`src/rtl/user_obi_rr_arbiter.sv`:
```
// Round-robin arbiter that lets several OBI managers share one OBI subordinate.
// An in-order FIFO of grant winners steers each response back to the manager that issued the request.
module user_obi_rr_arbiter #(
  parameter int unsigned NumMgr    = 2,
  parameter int unsigned MaxTrans  = 2,
  parameter int unsigned AddrWidth = 32,
  parameter int unsigned DataWidth = 32,
  parameter int unsigned IdWidth   = 1
) (
  input  logic                          clk_i,
  input  logic                          rst_i,
  input  logic [NumMgr-1:0]             mgr_req_i,
  output logic [NumMgr-1:0]             mgr_gnt_o,
  input  logic [NumMgr*AddrWidth-1:0]   mgr_addr_i,
  input  logic [NumMgr-1:0]             mgr_we_i,
  input  logic [NumMgr*IdWidth-1:0]     mgr_aid_i,
  output logic [NumMgr-1:0]             mgr_rvalid_o,
  output logic [DataWidth-1:0]          mgr_rdata_o,
  output logic                          mgr_err_o,
  output logic [IdWidth-1:0]            mgr_rid_o,
  output logic                          sbr_req_o,
  input  logic                          sbr_gnt_i,
  output logic [AddrWidth-1:0]          sbr_addr_o,
  output logic                          sbr_we_o,
  output logic [IdWidth-1:0]            sbr_aid_o,
  input  logic                          sbr_rvalid_i,
  input  logic [DataWidth-1:0]          sbr_rdata_i,
  input  logic                          sbr_err_i,
  input  logic [IdWidth-1:0]            sbr_rid_i,
  output logic                          spurious_o
);

  localparam int unsigned IdxW = (NumMgr > 1) ? $clog2(NumMgr) : 1;
  localparam int unsigned PtrW = (MaxTrans > 1) ? $clog2(MaxTrans) : 1;
  localparam int unsigned CntW = $clog2(MaxTrans + 1);

  logic [IdxW-1:0] rr_ptr_q;
  logic [IdxW-1:0] winner;
  logic [IdxW-1:0] head;
  logic [IdxW-1:0] fifo_mem [MaxTrans];
  logic [PtrW-1:0] wr_ptr_q;
  logic [PtrW-1:0] rd_ptr_q;
  logic [CntW-1:0] count_q;
  logic            any_req;
  logic            full;
  logic            empty;
  logic            push;
  logic            pop;

  function automatic logic [PtrW-1:0] wrap_inc(input logic [PtrW-1:0] p);
    return (p == PtrW'(MaxTrans - 1)) ? '0 : p + 1'b1;
  endfunction

  // First requester at or after the priority pointer, wrapping mod NumMgr.
  always_comb begin : arbitrate
    int   cand;
    logic found;
    cand   = 0;
    found  = 1'b0;
    winner = '0;
    for (int i = 0; i < int'(NumMgr); i++) begin
      cand = int'(rr_ptr_q) + i;
      if (cand >= int'(NumMgr)) cand = cand - int'(NumMgr);
      if (!found && mgr_req_i[cand]) begin
        winner = IdxW'(cand);
        found  = 1'b1;
      end
    end
  end

  assign any_req    = |mgr_req_i;
  assign full       = (count_q == CntW'(MaxTrans));
  assign empty      = (count_q == '0);
  assign sbr_req_o  = any_req & ~full;
  assign push       = sbr_req_o & sbr_gnt_i;
  assign pop        = sbr_rvalid_i & ~empty;
  assign spurious_o = sbr_rvalid_i & empty;
  assign head       = fifo_mem[rd_ptr_q];

  always_comb begin
    sbr_addr_o   = '0;
    sbr_we_o     = 1'b0;
    sbr_aid_o    = '0;
    mgr_gnt_o    = '0;
    mgr_rvalid_o = '0;
    mgr_rdata_o  = '0;
    mgr_err_o    = 1'b0;
    mgr_rid_o    = '0;
    if (sbr_req_o) begin
      sbr_addr_o        = mgr_addr_i[int'(winner)*int'(AddrWidth) +: AddrWidth];
      sbr_we_o          = mgr_we_i[winner];
      sbr_aid_o         = mgr_aid_i[int'(winner)*int'(IdWidth) +: IdWidth];
      mgr_gnt_o[winner] = sbr_gnt_i;
    end
    if (pop) begin
      mgr_rvalid_o[head] = 1'b1;
      mgr_rdata_o        = sbr_rdata_i;
      mgr_err_o          = sbr_err_i;
      mgr_rid_o          = sbr_rid_i;
    end
  end

  // Storage only: validity is tracked by count_q, so the array needs no reset.
  always_ff @(posedge clk_i) begin
    if (push) fifo_mem[wr_ptr_q] <= winner;
  end

  always_ff @(posedge clk_i) begin
    if (rst_i) begin
      rr_ptr_q <= '0;
      wr_ptr_q <= '0;
      rd_ptr_q <= '0;
      count_q  <= '0;
    end else begin
      if (push) begin
        wr_ptr_q <= wrap_inc(wr_ptr_q);
        rr_ptr_q <= (winner == IdxW'(NumMgr - 1)) ? '0 : winner + 1'b1;
      end
      if (pop) rd_ptr_q <= wrap_inc(rd_ptr_q);
      case ({push, pop})
        2'b10:   count_q <= count_q + 1'b1;
        2'b01:   count_q <= count_q - 1'b1;
        default: count_q <= count_q;
      endcase
    end
  end

  assert property (@(posedge clk_i) disable iff (rst_i) $onehot0(mgr_gnt_o));
  assert property (@(posedge clk_i) disable iff (rst_i) $onehot0(mgr_rvalid_o));

endmodule

```
`config.mk`:
```
export PLATFORM = sky130hd
export DESIGN_NAME = user_obi_rr_arbiter
export DESIGN_NICKNAME = d
export VERILOG_FILES = /design/src/rtl/user_obi_rr_arbiter.sv
export SDC_FILE = /design/constraint.sdc
export NUM_CORES = 1
export LEC_CHECK = 0
export BUFFER_PORTS_ARGS = -buffer_cell sky130_fd_sc_hd__clkbuf_2
export CAP_MARGIN = 20
export CORE_AREA = 2 2 71 73
export DETAILED_ROUTE_END_ITERATION = 7
export DIE_AREA = 0 0 73 75
export PLACE_DENSITY = 0.85
export SLEW_MARGIN = 20
export SYNTH_ARGS = -nofsm -noshare
export SYNTH_HDL_FRONTEND = slang
export SYNTH_SLANG_ARGS = --single-unit
```
`constraint.sdc`:
```
create_clock -name clk_i -period 4.6 [get_ports clk_i]
set_input_delay 0.46 -clock clk_i [delete_from_list [all_inputs] [get_ports clk_i]]
set_output_delay 0.46 -clock clk_i [all_outputs]
set_load 0.05 [all_outputs]
```
==> results of run 1 <==
-- power by group through the flow --
stage	Sequential (mW)	Clock [mW]	Combinational [mW]
floorplan	0.105	0	0.744
global placement	0.107	0	0.898
detailed placement	0.109	0	0.924
CTS	0.108	0.0917	0.927
global route	0.110	0.0964	0.974
finish	0.108	0.0883	0.922
-- cells by family (layout without fill, tap and decap cells) --
logic type               after synthesis  in the layout
flip-flops                             8              8
XOR/XNOR                               3              3
buffers and inverters                 25            192
AND/OR/NAND/NOR                       85             85
adder cells (fa/ha/maj)                1              1
multiplexers                           2              2
AO/OA/AOI/OAI                         75             75
-- per-layer routing --
layer / share of wire (%) / GRT usage (%) / up-vias
met4: 1.1 / 6.38 / 0
met1: 38 / 21.0 / 916
li1: - / - / 1035
met2: 53 / 33.7 / 96
met3: 7.3 / 2.28 / 6
met5: 0 / 0 / -
-- cell usage in the layout (no fill, tap or decap), types with 2 or more instances in the layout --
master	synthesis	layout
and2_1	35	35
clkbuf_2	4	181
clkbuf_8	0	3
nand2b_2	1	2
nor2_1	6	6
o21ai_1	18	18
o21ai_0	7	7
xnor2_1	2	2
a21oi_2	28	28
edfxtp_1	2	2
buf_16	0	2
a21oi_1	8	8
nor2b_1	2	2
o21ai_2	10	10
nand3_1	34	34
inv_1	2	2
buf_4	4	2
dfxtp_1	6	6
-- synth_stat cells --
library cell	n
xnor2_1	2
o21ai_1	18
nor3_1	1
inv_1	2
a21oi_1	8
nand3_1	34
buf_12	3
dlymetal6s2s_1	1
mux2i_1	1
o21a_1	1
xor2_1	1
and2_1	35
edfxtp_1	2
buf_4	4
nand2b_1	1
mux2_2	1
clkbuf_1	1
nand2b_2	1
inv_2	1
o211ai_4	1
o21ai_4	1
or3_1	1
o21ai_0	7
and3_1	1
dfxtp_1	6
and2b_1	1
nor3b_1	1
clkbuf_2	4
a21oi_2	28
nor2_1	6
a41o_1	1
nor2b_1	2
ha_1	1
buf_6	3
o21ai_2	10
buf_2	6
nor2_2	1
-- worst max-delay path by stage --
| stage | cells after the start | to | slack, ps |
|---|---|---|---|
| finish | 6 | sbr_we_o | 1980 |
| CTS | 6 | sbr_we_o | 1980 |
| floorplan | 4 | mgr_gnt_o[1] | 2180 |
| global route | 6 | sbr_we_o | 1800 |
| detailed placement | 6 | sbr_we_o | 1980 |
| global placement | 6 | sbr_aid_o | 1650 |
-- cell type report --
cell class	count	area [sq um]	share of cell area (%)
tap	54	67.6	2.85
clock buffer	4	45.0	1.90
inverter	3	11.3	0.474
timing repair buffer	185	976	41.1
sequential	8	180	7.59
multi-input combinational	166	1090	46.1
-- worst max-delay path: cells and delay by family --
| kind | cells | cell delay [ps] |
|---|---|---|
| buffers and inverters | 3 | 830 |
| and+or+nand+nor | 1 | 560 |
| AOI/OAI and AO/OA | 2 | 280 |
-- per-stage QoR --
stage / instance area, sq um / util, % / instances
after floorplan: 1470 / - / 199
after global placement: 2270 / 48.7 / 414
after detailed placement: 2330 / 50.0 / 416
after CTS: 2370 / 50.9 / 420
after global routing: 2370 / 50.9 / 420
final: 2370 / 50.9 / 420
==> impl_metrics.tcl, run 1 <==
set metrics [dict create \
    status "finished clean" \
    p_sw_mw 0.730 \
    yosysUniqueCellTypes 37 \
    p_sw_share_pct 65.3 \
    coreArea_sq_um 4660 \
    hp-start "rr_ptr_q" \
    rrSetupSlack_ps 2460 \
    grt_antenna_before_repair 0 \
    setup-violations-final 0 \
    numCtsBuffers 3 \
    die_h_um 75 \
    syn-instance-count 199 \
    clkTransAtPathRegs_ps 40 \
    clk_latency_ps 230 \
    grt_pass1_wl_um 7980 \
    start_kind "primary input" \
    rows 25 \
    drt_pre_antenna_iters 4 \
    finalHoldViolations 0 \
    die_x_um 73 \
    fin_tns_setup_ps 0 \
    dieArea_sq_um 5480 \
    worstHoldPathType "register to register" \
    hold_path_end "rr_ptr_q" \
    via_count 2053 \
    drc 0 \
    synthTopCellsByArea "a21oi_2 (17%), and2_1 (15%), nand3_1 (12%), dfxtp_1 (8.2%), o21ai_1 (6.1%)" \
    cts_resized 0 \
    synthMuxAreaShare_pct 1.44 \
    post-cts-setup-buffers 0 \
    power_density_nw_per_um2 471 \
    grt_pass1_vias 1834 \
    clk_root_buffer_cell "clkbuf_8" \
    timing.critical_path.mode_cell "clkbuf_2" \
    routabilityCongestion 0.829 \
    nFillCells 444 \
    io_buffers 181 \
    synth-warning-count 0 \
    overflow 0 \
    cp_max_fo 22 \
    cp-startpoint "mgr_req_i[0]" \
    pin_count 182 \
    rsz0062_at_grt "no" \
    crit_type "primary input to output pin" \
    tritoncts "built" \
    grt_start_max_net_pins 39 \
    viasPerCell 4.89 \
    synth-simple-area-share_pct 32.5 \
    max-slew-margin-rel_pct 42.5 \
    dp_hpwl_um 4370 \
    synth_xor_area_share_pct 1.78 \
    htreeDepth 1 \
    critPathArrivalTime_ps 2160 \
    clock.fmax_ghz 0.381 \
    drtIter0Drc 62 \
    ys_ff_latch 8 \
    final_max_slew_viol_count 0 \
    worst_ep_required_time_ps 4140 \
    area_delta_synth_final_pct 61.2 \
    min_path_cells 2 \
    worstReg2RegEnd "count_q[1]" \
    skew_ps 3.54 \
    rr_worst_depth 4 \
    leakage_nw 1.25 \
    wire_per_inst_um 12.7 \
    drive_gt1_share_pct 63.7 \
    pwr-share-clk_pct 7.9 \
    synth_fa_ha_area_share_pct 0.850 \
    start_util_pct 31.6 \
    hold_buffers 0 \
    layout_setup_ws_ps 1980 \
    wl_um 5350 \
    endpoint_kind "output pin" \
    ant_nets 0 \
    worst_slew_pin_slew_ps 862 \
    grt.total_usage_pct 18.0 \
    antenna_cells 0 \
    synth.net_count 308 \
    vdd_drop_max_mv 0.202 \
    period_share_pct 57.0 \
    synth_top_area_cell "a21oi_2" \
    seq_area_frac_synth_pct 12.2 \
    syn_area_per_cell_sq_um 7.40 \
    clock-sinks 8 \
    slowest_delay_ps 560 \
    total_power_mw 1.12 \
    whs_ps 461 \
    period_minus_slack_ps 2620 \
    path_cells "clkbuf_2 > and2b_1 > buf_4 > o21ai_0 > a21oi_1 > clkbuf_2" \
    rr_startpoint "count_q[0]" \
    drv_cap 0 \
    p_int_mw 0.388 \
    seq_power_share_pct 9.6 \
    synth_top_area_share_pct 16.7 \
    crit_slowest_cell "and2b_1" \
    clock_path_buffers 2 \
    synth_compound_area_share_pct 37.6 \
    p_comb_share_pct 82.5 \
    synth_top_family_by_area "compound AO/OA/AOI/OAI gates" \
    place_ws_ps 1980 \
    synth_area_sq_um 1470 \
    finalNetCount 476 \
]
(Power assumes the default switching activity.)
==> run 2: changes to the inputs <==
--- a/config.mk
+++ b/config.mk
@@ -5,11 +5,11 @@
 export SDC_FILE = /design/constraint.sdc
 export NUM_CORES = 1
 export LEC_CHECK = 0
+export ABC_AREA = 1
 export BUFFER_PORTS_ARGS = -buffer_cell sky130_fd_sc_hd__clkbuf_2
 export CAP_MARGIN = 20
-export CORE_AREA = 2 2 71 73
+export CORE_UTILIZATION = 29
 export DETAILED_ROUTE_END_ITERATION = 7
-export DIE_AREA = 0 0 73 75
 export PLACE_DENSITY = 0.85
 export SLEW_MARGIN = 20
 export SYNTH_ARGS = -nofsm -noshare
==> constraint.sdc (replaced) <==
create_clock -name clk_i -period 2.4 [get_ports clk_i]
set_input_delay 0.24 -clock clk_i [delete_from_list [all_inputs] [get_ports clk_i]]
set_output_delay 0.24 -clock clk_i [all_outputs]
set_load 0.05 [all_outputs]
==> run 2 against run 1 <==
Net effect:
- highest routed layer unchanged
- sequential cell count is the same
- largest power group unchanged
- clock-buffer cell count is the same
- clock power grew 97%
- utilization grew 0.38 points
- worst setup slack lost 1700 ps
- final area shrank 2.6%
- sequential power grew 94%
- area after synthesis shrank 4.5%
- sequential share of layout area grew 0.21 points
- final cell count grew 10%
- first-iteration DRC count shrank 15%
==> impl_metrics.tcl, run 2 <==
set metrics [dict create \
    status "finished clean" \
    worst_ep_required_time_ps 2160 \
    finalNetCount 522 \
    vdd_drop_max_mv 0.455 \
    rrSetupSlack_ps 760 \
    synthMuxAreaShare_pct 0 \
    p_sw_share_pct 67.4 \
    cp_num_buf_inv 2 \
    synth_most_common_cell "nor2_1" \
    pin_count 182 \
    drc 0 \
    yosysUniqueCellTypes 24 \
    wl_um 4620 \
    drtIter0Drc 53 \
    layout_setup_ws_ps 241 \
    p_sw_mw 1.50 \
    max-slew-margin-rel_pct 60.0 \
    overflow 0 \
    via_count 1986 \
    die_h_um 71.6 \
    hold_path_end "count_q[0]" \
    fin_tns_setup_ps 0 \
    hold_buffers 0 \
    final_max_slew_viol_count 0 \
    p_comb_share_pct 82.7 \
    critPathArrivalTime_ps 1920 \
    leakage_nw 1.49 \
    synth-warning-count 0 \
    final_common_cell "clkbuf_2" \
    drv_cap 0 \
    clk_root_buffer_cell "clkbuf_8" \
    final_cell_mix "clkbuf_2 (181), nor2_1 (85), inv_1 (43)" \
    seqCellArea_sq_um 180 \
    synth_area_sq_um 1410 \
    tritoncts "built" \
    place_ws_ps 502 \
    viasPerCell 4.28 \
    seq_area_frac_synth_pct 12.8 \
    synthArstFlopShare_pct 0 \
    ys_top_cells_by_count "nor2_1 (85), inv_1 (43), nor2_2 (29), o21ai_2 (29), nand2_1 (9)" \
    synth.net_count 348 \
    synthTopCellsByArea "nor2_1 (23%), o21ai_2 (18%), nor2_2 (13%), inv_1 (11%), dfxtp_1 (8.5%)" \
    synthFlopType "dfxtp_1" \
    syn_area_per_cell_sq_um 5.88 \
    ant_nets 0 \
    numCtsBuffers 3 \
    seq_power_share_pct 9.4 \
    synth_top_family_by_area "simple AND/OR/NAND/NOR gates" \
    crit_type "register to output pin" \
    power_density_nw_per_um2 961 \
    nFillCells 458 \
    synth_compound_area_share_pct 23.2 \
    worstReg2RegEnd "count_q[1]" \
    hp-start "rst_i" \
    io_buffers 181 \
    cp-startpoint "count_q[0]" \
    grt_pass1_wl_um 7330 \
    dpl_cell_area_sq_um 2270 \
    endpoint_kind "output pin" \
    crit_slowest_cell "and2_4" \
    cp_max_fo 35 \
    grt_start_max_net_pins 38 \
    die_x_um 71.6 \
    htreeDepth 1 \
    worstHoldPathType "primary input to register" \
    clock-sinks 8 \
    clock.fmax_ghz 0.463 \
    synth-edff-count 2 \
    drt_pre_antenna_iters 4 \
    p_int_mw 0.723 \
    synth_top_area_cell "nor2_1" \
    multi_input_area_sq_um 927 \
    wire_per_inst_um 9.95 \
    synth_top_area_share_pct 22.7 \
    coreArea_sq_um 4500 \
    grt_antenna_before_repair 0 \
    clock_path_buffers 2 \
    routabilityCongestion 0.776 \
    start_util_pct 31.2 \
    min_path_cells 2 \
    stdcell_area_sq_um 2310 \
    worst_slew_pin_slew_ps 598 \
    antenna_cells 0 \
    slowest_delay_ps 470 \
    dp_hpwl_um 3880 \
    rr_startpoint "count_q[0]" \
    dieArea_sq_um 5130 \
    rows 24 \
    rr_worst_depth 7 \
    synth-simple-area-share_pct 41.2 \
    finalHoldViolations 0 \
    start_kind "register" \
    clk_latency_ps 230 \
    drive_gt1_share_pct 61.2 \
    ys_ff_latch 8 \
    grt_pass1_vias 1824 \
    skew_ps 1.99 \
    setup-violations-final 0 \
    post-cts-setup-buffers 0 \
    period_share_pct 90.0 \
    synth_xor_area_share_pct 0.623 \
    clkTransAtPathRegs_ps 40 \
    rsz0062_at_grt "no" \
    cts_resized 0 \
    path_cells "inv_2 > nand2_2 > and2_4 > o21ai_0 > nor2_1 > clkbuf_2" \
    area_delta_synth_final_pct 64.3 \
    cp_top_family "simple AND/OR/NAND/NOR gates" \
    total_power_mw 2.22 \
    period_minus_slack_ps 2160 \
    pwr-share-clk_pct 7.8 \
    final_util_pct 51.3 \
    syn-instance-count 239 \
    synth_fa_ha_area_share_pct 0.890 \
    grt.total_usage_pct 17.1 \
]
run 2: power groups by stage:
stage / logic (mW) / clock network, mW / registers (mW)
after floorplan: 1.55 / 0 / 0.193
after global placement: 1.82 / 0 / 0.210
after detailed placement: 1.84 / 0 / 0.212
after CTS: 1.85 / 0.180 / 0.210
after global routing: 1.95 / 0.185 / 0.215
final: 1.84 / 0.174 / 0.210
run 2: cell type report:
type | instances | area share [%]
Tap cell | 52 | 2.82
Inverter | 46 | 7.47
Clock buffer | 4 | 1.95
Multi-Input combinational cell | 171 | 40.1
Timing Repair Buffer | 183 | 39.8
Sequential cell | 8 | 7.80
run 2: how the worst max path moves through the flow:
stage / end / slack, ps / depth (start not counted)
global route: sbr_we_o / 60 / 6
CTS: sbr_we_o / 240 / 6
floorplan: spurious_o / 560 / 2
global placement: sbr_addr_o[31] / 560 / 6
detailed placement: sbr_we_o / 500 / 6
finish: sbr_addr_o[1] / 240 / 6
run 2: cells by family after synthesis:
kind of cell    count (synthesis)
compound gates                 39
xor+xnor                        1
fa+ha+maj                       1
buf+inv                        60
flops                           8
simple gates                  130
run 2: worst register-to-register path, cell delays in order (launching register included):
cell and delay [ps]:
dfxtp_1 460, inv_2 60, nand2_2 70, nand3_1 180, ha_1 270, or2_2 290, a21oi_1 150, nor2_1 60
run 2: per-layer routing:
metal | track usage (%) | wire [um] | share of wire, % | vias up
met5 | 0 | 0 | 0 | -
met4 | 3.92 | 53 | 1.1 | 0
met3 | 2.53 | 373 | 8.1 | 6
met2 | 35.0 | 2410 | 52 | 95
met1 | 18.1 | 1780 | 39 | 834
li1 | - | - | - | 1051
run 2: stage by stage:
stage / std cells / hold WS (ps)
after detailed placement: 460 / 424
after global routing: 464 / 196
after global placement: 460 / 421
after CTS: 464 / 179
after floorplan: 239 / 312
final: 464 / 185
==> run 3: changes to the inputs <==
--- a/config.mk
+++ b/config.mk
@@ -8,9 +8,10 @@
 export ABC_AREA = 1
 export BUFFER_PORTS_ARGS = -buffer_cell sky130_fd_sc_hd__clkbuf_2
 export CAP_MARGIN = 20
-export CORE_UTILIZATION = 29
+export CORE_AREA = 2 2 70 72
 export DETAILED_ROUTE_END_ITERATION = 7
-export PLACE_DENSITY = 0.85
+export DIE_AREA = 0 0 72 74
+export PLACE_DENSITY = 0.86
 export SLEW_MARGIN = 20
 export SYNTH_ARGS = -nofsm -noshare
 export SYNTH_HDL_FRONTEND = slang
==> constraint.sdc (replaced) <==
create_clock -name clk_i -period 2.2 [get_ports clk_i]
set_input_delay 0.22 -clock clk_i [delete_from_list [all_inputs] [get_ports clk_i]]
set_output_delay 0.22 -clock clk_i [all_outputs]
set_load 0.05 [all_outputs]
==> run 3 against run 2 <==
Net effect:
- clock power grew 7%
- critical path type unchanged
- final area increased by 1.1%
- first-iteration DRC count shrank 53%
- largest cell class is now non-clock buffers
- sequential share of layout area fell by 0.084 points
- worst hold slack lost 23 ps
- wire length up 1.3%
- combinational power up 10%
- worst setup slack worse by 120 ps
==> impl_metrics.tcl, run 3 (synthesis results as in run 2) <==
set metrics [dict create \
    dieArea_sq_um 5330 \
    viasPerCell 4.25 \
    clk_latency_ps 230 \
    rsz0062_at_grt "no" \
    overflow 0 \
    drc 0 \
    worstHoldPathType "primary input to register" \
    cp_max_fo 35 \
    p_sw_share_pct 67.0 \
    cts_resized 0 \
    p_comb_share_pct 83.0 \
    post-place-cells 465 \
    worst_ep_required_time_ps 1980 \
    wire_per_inst_um 9.96 \
    seq_power_share_pct 9.4 \
    die_x_um 72 \
    hold_buffers 0 \
    clkTransAtPathRegs_ps 40 \
    grt_pass1_vias 1653 \
    ant_nets 0 \
    crit_type "register to output pin" \
    dp_hpwl_um 4080 \
    area_delta_synth_final_pct 66.1 \
    pwr-share-clk_pct 7.7 \
    grt-busiest-layer "met2" \
    p_int_mw 0.805 \
    clock-sinks 8 \
    p_sw_mw 1.64 \
    wl_um 4670 \
    finalNetCount 525 \
    met2_usage_pct 30.8 \
    finalHoldViolations 0 \
    total_power_mw 2.44 \
    place_ws_ps 351 \
    skew_ps 3.07 \
    die_h_um 74 \
    period_minus_slack_ps 2070 \
    worst_slew_pin_slew_ps 590 \
    grt_antenna_before_repair 0 \
    clk_root_buffer_cell "clkbuf_8" \
    routabilityCongestion 0.782 \
    power_density_nw_per_um2 1050 \
    post-cts-setup-buffers 0 \
    whs_ps 162 \
    drt_pre_antenna_iters 4 \
    antenna_cells 0 \
    clock_path_buffers 2 \
    htreeDepth 1 \
    layout_setup_ws_ps 126 \
    pin_count 182 \
    grt_start_max_net_pins 38 \
    numCtsBuffers 3 \
    dpl_cell_area_sq_um 2290 \
    start_kind "register" \
    final_common_cell "clkbuf_2" \
    rows 25 \
    fin_cells 469 \
    final_util_pct 50.8 \
    vdd_drop_max_mv 0.594 \
    use_met3_pct 4.07 \
    fin_tns_setup_ps 0 \
    grt.total_usage_pct 16.0 \
    max-slew-margin-rel_pct 60.6 \
    stdcell_area_sq_um 2340 \
    start_util_pct 30.6 \
    final_max_slew_viol_count 0 \
    setup-violations-final 0 \
    status "finished clean" \
    coreArea_sq_um 4600 \
    critPathArrivalTime_ps 1850 \
    leakage_nw 1.51 \
    endpoint_kind "output pin" \
    period_share_pct 94.3 \
    grt_pass1_wl_um 6940 \
    io_buffers 181 \
    final_cell_mix "clkbuf_2 (181), nor2_1 (85), inv_1 (43)" \
    via_count 1993 \
    drtIter0Drc 25 \
    clock.fmax_ghz 0.482 \
    drive_gt1_share_pct 61.4 \
    drv_cap 0 \
    tritoncts "built" \
    globalRouteMet1Util_pct 17.4 \
]
## run 3: metal layers
metal | up-vias | part of all wire, %
li1 | 1057 | -
met1 | 845 | 37
met2 | 87 | 54
met3 | 4 | 8.1
met4 | 0 | 0.66
met5 | - | 0
## run 3: power by group through the flow
stage	combinational [mW]	clock (mW)	sequential (mW)
2_1_floorplan	1.69	0	0.210
3_3_place_gp	2.01	0	0.229
3_5_place_dp	2.04	0	0.231
4_1_cts	2.04	0.195	0.229
5_1_grt	2.16	0.199	0.235
6_report	2.03	0.187	0.229
## run 3: layout make-up
type | instances | area, sq um
repair buffers | 186 | 943
clock buffers | 4 | 45.0
multi-input cells | 171 | 927
flip-flops and latches | 8 | 180
fillers | 470 | 2260
well taps | 54 | 67.6
inverters | 46 | 173
## run 3: worst paths after layout
path / depth (start not counted) / to / slack [ps] / startpoint
worst max-delay path: 5 / sbr_we_o / 130 / rr_ptr_q
worst min-delay path: 2 / count_q[0] / 160 / rst_i
worst max register to register: 7 / count_q[1] / 550 / count_q[0]
worst min register to register: 2 / rd_ptr_q / 510 / rd_ptr_q
## run 3: critical path, cell delays in order, from the launching register on
cell	delay (ps)
dfxtp_1	330
o21ai_4	160
buf_4	450
o21ai_0	130
nor2_1	200
clkbuf_2	320
